## src/rtl/mdr_mem_port.sv

```systemverilog
// mdr_mem_port: memory data register with its own memory-side req/ack port.
// The register always drives BusMuxIn. It loads from BusMuxOut (enable), from
// a memory read, or is written to memory, with a timeout on mem_ack.
//
// Handshake: mem_req rises the cycle after a read/write is accepted and holds
// (with mem_we, mem_addr, mem_wdata, mem_be stable) until the cycle in which
// mem_ack is sampled high, or until the wait counter hits TIMEOUT (abort,
// err set). mem_ack is a one-cycle completion strobe and is ignored in IDLE.
//
// Optional feature macro: MDR_BYTE_LANES_EN (byte/half lanes, DATA_W=32 only).
// Without it every access is a full word and size/sign_ext are ignored.
// fsm_state exposes the controller state (0 IDLE, 1 RD_WAIT, 2 WR_WAIT).
module mdr_mem_port #(
    parameter int DATA_W  = 32,
    parameter int ADDR_W  = 9,
    parameter int TIMEOUT = 15
) (
    input  logic                clock,
    input  logic                clear,
    input  logic                enable,
    input  logic                read,
    input  logic                write,
    input  logic [ADDR_W-1:0]   addr,
    input  logic [1:0]          size,
    input  logic                sign_ext,
    input  logic [DATA_W-1:0]   BusMuxOut,
    output logic [DATA_W-1:0]   BusMuxIn,
    output logic [ADDR_W-1:0]   mem_addr,
    output logic [DATA_W-1:0]   mem_wdata,
    output logic [DATA_W/8-1:0] mem_be,
    output logic                mem_req,
    output logic                mem_we,
    input  logic [DATA_W-1:0]   mem_rdata,
    input  logic                mem_ack,
    output logic                busy,
    output logic                done,
    output logic                err,
    output logic [1:0]          fsm_state
);

    localparam int BE_W  = DATA_W / 8;
    localparam int CNT_W = (TIMEOUT < 2) ? 1 : $clog2(TIMEOUT + 1);
    localparam logic [CNT_W-1:0] CNT_LIMIT = CNT_W'(TIMEOUT);

    typedef enum logic [1:0] {
        IDLE    = 2'd0,
        RD_WAIT = 2'd1,
        WR_WAIT = 2'd2
    } state_t;

    state_t            state;
    logic [DATA_W-1:0] mdr;
    logic [CNT_W-1:0]  cnt;
    logic [CNT_W-1:0]  cnt_next;

    logic              acc_misaligned;
    logic [BE_W-1:0]   acc_be;
    logic [DATA_W-1:0] acc_wdata;
    logic [DATA_W-1:0] rd_fmt;

    assign BusMuxIn  = mdr;
    assign fsm_state = state;
    assign cnt_next  = cnt + 1'b1;

`ifdef MDR_BYTE_LANES_EN
    // Access attributes latched at command accept, used to format read data.
    logic [1:0] lat_size;
    logic       lat_sext;
    logic [1:0] lat_lane;
    logic [7:0]  byte_v;
    logic [15:0] half_v;

    // Lane placement of write data, byte enables and alignment check.
    always_comb begin
        acc_misaligned = 1'b0;
        acc_be         = '1;
        acc_wdata      = mdr;
        case (size)
            2'b10: begin
                acc_be            = '0;
                acc_be[addr[1:0]] = 1'b1;
                acc_wdata         = {4{mdr[7:0]}};
            end
            2'b01: begin
                acc_be         = addr[1] ? 4'b1100 : 4'b0011;
                acc_wdata      = {2{mdr[15:0]}};
                acc_misaligned = addr[0];
            end
            default: ;
        endcase
    end

    // Right-justify the selected read lane and extend it.
    always_comb begin
        byte_v = mem_rdata[{lat_lane, 3'b000} +: 8];
        half_v = lat_lane[1] ? mem_rdata[31:16] : mem_rdata[15:0];
        rd_fmt = mem_rdata;
        case (lat_size)
            2'b10:   rd_fmt = {{24{lat_sext & byte_v[7]}}, byte_v};
            2'b01:   rd_fmt = {{16{lat_sext & half_v[15]}}, half_v};
            default: rd_fmt = mem_rdata;
        endcase
    end

    // Capture access attributes whenever a command is accepted.
    always_ff @(posedge clock) begin
        if (clear) begin
            lat_size <= 2'b00;
            lat_sext <= 1'b0;
            lat_lane <= 2'b00;
        end else if (state == IDLE && (read || write)) begin
            lat_size <= size;
            lat_sext <= sign_ext;
            lat_lane <= addr[1:0];
        end
    end
`else
    // Full-word only: size and sign_ext have no effect.
    logic unused_narrow;
    assign unused_narrow = ^{size, sign_ext};

    // Word access: all byte enables, MDR as write data, raw read data.
    always_comb begin
        acc_misaligned = 1'b0;
        acc_be         = '1;
        acc_wdata      = mdr;
        rd_fmt         = mem_rdata;
    end
`endif

    // Controller: command accept, wait for ack or timeout, registered outputs.
    always_ff @(posedge clock) begin
        if (clear) begin
            state     <= IDLE;
            mdr       <= '0;
            cnt       <= '0;
            mem_req   <= 1'b0;
            mem_we    <= 1'b0;
            mem_addr  <= '0;
            mem_wdata <= '0;
            mem_be    <= '0;
            busy      <= 1'b0;
            done      <= 1'b0;
            err       <= 1'b0;
        end else begin
            done <= 1'b0;
            case (state)
                IDLE: begin
                    if (read || write) begin
                        if (acc_misaligned) begin
                            err <= 1'b1;
                        end else begin
                            err      <= 1'b0;
                            state    <= read ? RD_WAIT : WR_WAIT;
                            mem_req  <= 1'b1;
                            mem_we   <= ~read;
                            busy     <= 1'b1;
                            cnt      <= '0;
                            mem_addr <= addr;
                            mem_be   <= acc_be;
                            if (!read) begin
                                mem_wdata <= acc_wdata;
                            end
                        end
                    end else if (enable) begin
                        mdr <= BusMuxOut;
                    end
                end
                RD_WAIT, WR_WAIT: begin
                    // An ack on the limit cycle wins over the abort.
                    if (mem_ack) begin
                        if (state == RD_WAIT) begin
                            mdr <= rd_fmt;
                        end
                        done    <= 1'b1;
                        state   <= IDLE;
                        mem_req <= 1'b0;
                        mem_we  <= 1'b0;
                        busy    <= 1'b0;
                    end else if (cnt_next == CNT_LIMIT) begin
                        err     <= 1'b1;
                        state   <= IDLE;
                        mem_req <= 1'b0;
                        mem_we  <= 1'b0;
                        busy    <= 1'b0;
                        cnt     <= cnt_next;
                    end else begin
                        cnt <= cnt_next;
                    end
                end
                default: begin
                    state   <= IDLE;
                    mem_req <= 1'b0;
                    mem_we  <= 1'b0;
                    busy    <= 1'b0;
                end
            endcase
        end
    end

endmodule

```

## config.mk

```make
export PLATFORM = sky130hd
export DESIGN_NAME = mdr_mem_port
export DESIGN_NICKNAME = d
export VERILOG_FILES = /design/src/rtl/mdr_mem_port.sv
export SDC_FILE = /design/constraint.sdc
export NUM_CORES = 1
export LEC_CHECK = 0
export CORE_AREA = 2 2 116 73
export CTS_BUF_LIST = sky130_fd_sc_hd__clkbuf_4 sky130_fd_sc_hd__clkbuf_8
export DETAILED_ROUTE_END_ITERATION = 8
export DIE_AREA = 0 0 118 75
export GPL_TIMING_DRIVEN = 0
export PLACE_DENSITY = 0.9
export SYNTH_ARGS = -nofsm -noshare
export SYNTH_HDL_FRONTEND = slang
export SYNTH_SLANG_ARGS = --single-unit
```

## constraint.sdc

```tcl
create_clock -name clock -period 3.75 [get_ports clock]
set_clock_uncertainty 0.05 [all_clocks]
set_input_delay 0.375 -clock clock [delete_from_list [all_inputs] [get_ports clock]]
set_output_delay 0.375 -clock clock [all_outputs]
set_load 0.005 [all_outputs]
```

# Word-level counts from Yosys, hierarchy flattened
# Cells that the tools add are included.
# totals
wordCells	59
romBits	0
n_memories	0
ff_bits	84
mem_bits_rw	0
latch_bits	0
# classes
bitwise	2
addsub	1
n_mux	24
magnitude_cmp	0
reduce_logical	11
div	0
mul	0
shifts	0
n_eq_ne	11
# op_table
op	n
2-to-1 mux 32 bit	4
one-hot mux 32 bit (2 select lines)	1
inequality test 2 bit, second input constant	7
2-to-1 mux 1 bit	8
2-to-1 mux 2 bit	4
2-to-1 mux 4 bit	2
one-hot mux 4 bit (2 select lines)	1
one-hot mux 1 bit (2 select lines)	3
AND reduction 3 bit	2
AND reduction 5 bit	1
adder 4 x 1 -> 4 bit, second input constant	1
equality test 4 bit, second input constant	1
one-hot mux 2 bit (2 select lines)	1
AND reduction 2 bit	2
AND reduction 4 bit	1
OR reduction 2 bit	2
inequality test 3 bit, second input constant	1
equality test 2 x 1 -> 1 bit, second input constant	1
equality test 2 bit, second input constant	1
zero test 2 bit	1
inverter 1 bit	2
nonzero test 2 bit	1
logical OR 1 bit	1

# Longest topological paths before layout
# logic_depth
ltp_word	5
mapped_depth	8
mapped_depth_nobuf	7

# Worst setup path after synthesis
# Ideal clock, no wire load.
# synth_timing
path_type	reg-to-reg
startpoint	register, netlist name mem_we
endpoint	register cnt[3]
setup_slack_ps	2048
synth_period_minus_slack_ps	1702
arrival_ps	1581
required_ps	3630
setup_ps	70
path_stages_with_launch	9
cell_sequence	dfxtp_1 > inv_1 > ha_1 > buf_2 > a21oi_1 > o21ai_1 > nor3_1 > o21ai_1 > a21oi_1
# synth_lines
item	line	text
to (signal assigned)	186	cnt <= cnt_next;
to (signal assigned)	188	cnt <= cnt_next;
to (decl)	53	logic [CNT_W-1:0] cnt;

==> run metrics <==
Seq cells post-synth 83; slowest CP cell dfxtp_1; wire length per cell about 16 um; Slew @ Worst Pin 0.646 ns; first-pass GRT wire length 16700 um; Worst Hold Class reg2reg; Req. time, crit path 3.94 ns; Fin. Hold Viols 0; final wirelength 10900 um; Area contributors post-synth dfxtp_1, mux2i_1, nand2_1; IO buf count 161; pin count of the biggest net entering global routing 14; gr ovfl total 0; fin area ~0.0054 mm2; Seq pwr share 42.3%; internal power about 1.8 mW; Hold WS between 0.4 and 0.5 ns; Worst path top cell family by delay compound AO/OA/AOI/OAI gates; Placed Area roughly 0.005 mm2; Iter 0 DRT Violations ~180; syn nets around 490; VDD IR max 240 uV; DRC viols 0; Final setup viols 0; CTS Buffer Depth 2; Cells after Synth 398; die area slightly below 0.009 mm2; power density cells 466 mW/mm2; most frequent cell after synthesis nand2_1; share of Yosys cell area claimed by the top area cell type between 40 and 50%; diode count 0; mean number of vias per cell 5.09; hold_sp mem_addr[3]$_SDFFE_PP0P_; Reg2Reg Depth 8; Setup Fix Bufs, Post-CTS 0; CTS Hold Buffers Added 0; Clk pin slew, worst setup/hold paths 0.08 ns; All-Layer GR Usage 24.5%; Avg Cell Area, Syn between 8 and 9 um2; Worst path max stage delay 0.45 ns; most frequent cells after synthesis nand2_1, dfxtp_1, a21oi_1; die height 75 um; first-pass iteration count of the detailed router 4; Final min period between 2 and 2.5 ns; Fmax achieved 477 MHz; largest area contributor in the netlist dfxtp_1; initial antenna violation count 0; reg2reg setup slack 1.65 ns; Post-synth ARST share 0%; max cap viols 0; Layout Nets 657; Antenna Nets Post-Route 0; I/O pin total 166; CP startpoint kind register; CTS sink cnt 83; synth unique cells 31; Worst EP arrival 2.28 ns; Logic pwr share 29.7%; headroom to the max-slew limit between 50% and 60%; CP Cell Sequence inv_1 > ha_1 > o21ai_1 > o2111a_1 > buf_2 > buf_4 > nor2_1 > a211oi_1; Worst-Skew Late Latency 0.34 ns; Crit. End Element register; crit-path max FO 10; CTS tree done; Psw 0.732 mW; PnR worst setup slack 1.65 ns; Synth Cell Area 0.00341 mm2; root buffer cell clkbuf_8; H-tree depth 3; Post-synth EDFFs 0; Synth Warn # 0; post_cts resized 0; Initial Util 44.1%; Place WS 1.50 ns; final worst-path cycle share approximately 56%; Hold Path End mem_addr[3]$_SDFFE_PP0P_; Synth Flop Type dfxtp_1; Sw Share 29.3%; final slew viol count 0; total number of vias 3471; Worst R2R End BusMuxIn[10]$_SDFFE_PP0P_; Clock power frac about 28%; FF-to-FF Start mem_we$_SDFFE_PP0P_; layout cell share with drive strength beyond 1 6.62%; Inserted Clock Buffers 9; Fin Setup TNS 0 ns; die width 118 um; Leak 1.96 nW; vias in the first global route ~3400; Setup Crit Path Kind reg2reg; sequential area share after synthesis 48.8%; unrepaired setup endpoints after global routing false; Buf/Inv on CP 3; gpl congestion 0.880; outcome complete, no violations; HPWL Detailed 8310 um; hold path depth 2; Rows 25; Area Growth Syn to Fin 57.6%; core area just under 0.008 mm2; Overall Power roughly 2.5 mW
==> sequential cells by signal, summed over array words and instances, names as in the netlist <==
signal	count
mem_be	1
busy	1
mem_addr	9
err	1
fsm_state	1
mem_we	1
done	1
cnt	4
BusMuxIn	32
mem_wdata	32
==> layout make-up <==
type	instances	area [um2]
timing repair buffer	161	1610
buffer	34	171
clock buffer	11	139
tap	108	135
inverter	7	26.3
clock inverter	4	76.3
sequential	83	1660
fill	629	2360
multi-input combinational	274	1550
==> worst min-delay path, delay by kind of cell, from the launching register on <==
family             cells  cell delay, ns
DFF                    1            0.31
AOI/OAI and AO/OA      1            0.05
and+or+nand+nor        1            0.05
==> kinds of logic after synthesis <==
logic type,count (synthesis),synth area share (%)
mux,32,9.40
fa+ha+maj,5,1.84
simple gates,142,16.8
flops,83,48.8
buf+inv,41,5.80
compound gates,95,17.4
==> worst max path at each step <==
stage                             start                         end  slack (ns)  cells after the start
floorplan           mem_we$_SDFFE_PP0P_         cnt[3]$_SDFFE_PP0P_        2.05                      8
global placement                  write   BusMuxIn[26]$_SDFFE_PP0P_        1.59                      6
detailed placement                 read  mem_wdata[18]$_SDFFE_PP0P_        1.50                      6
CTS                 mem_we$_SDFFE_PP0P_   BusMuxIn[10]$_SDFFE_PP0P_        1.64                      8
global route        mem_we$_SDFFE_PP0P_    BusMuxIn[0]$_SDFFE_PP0P_        1.45                      8
finish              mem_we$_SDFFE_PP0P_   BusMuxIn[10]$_SDFFE_PP0P_        1.65                      8
==> power by group through the flow <==
stage | Sequential, mW | Combinational (mW) | Clock [mW]
global placement | 1.07 | 0.716 | 0
finish | 1.06 | 0.742 | 0.699
detailed placement | 1.08 | 0.740 | 0
global route | 1.07 | 0.810 | 0.740
CTS | 1.06 | 0.743 | 0.710
floorplan | 1.07 | 0.343 | 0
==> routing by layer <==
metal	track usage, %	routed length (um)
met5	0	0
met4	8.17	144
met3	9.09	938
met2	41.0	5040
met1	29.9	4810
==> through the flow <==
step | utilization (%) | cells
after floorplan | - | 398
after global placement | 66.7 | 667
after detailed placement | 66.7 | 667
after CTS | 69.5 | 682
after global routing | 69.5 | 682
final | 69.5 | 682
==> cells in the final DEF (no fill, tap or decap), types with 8 or more instances in the layout <==
| cell type | netlist | layout |
|---|---|---|
| a211oi_1 | 34 | 34 |
| a21oi_1 | 47 | 47 |
| buf_2 | 11 | 11 |
| buf_4 | 8 | 8 |
| clkbuf_1 | 14 | 14 |
| clkbuf_8 | 0 | 9 |
| clkdlybuf4s50_1 | 0 | 161 |
| dfxtp_1 | 83 | 83 |
| mux2i_1 | 32 | 32 |
| nand2_1 | 85 | 85 |
| nor2_1 | 42 | 42 |
Power figures use the tool's default switching activity.
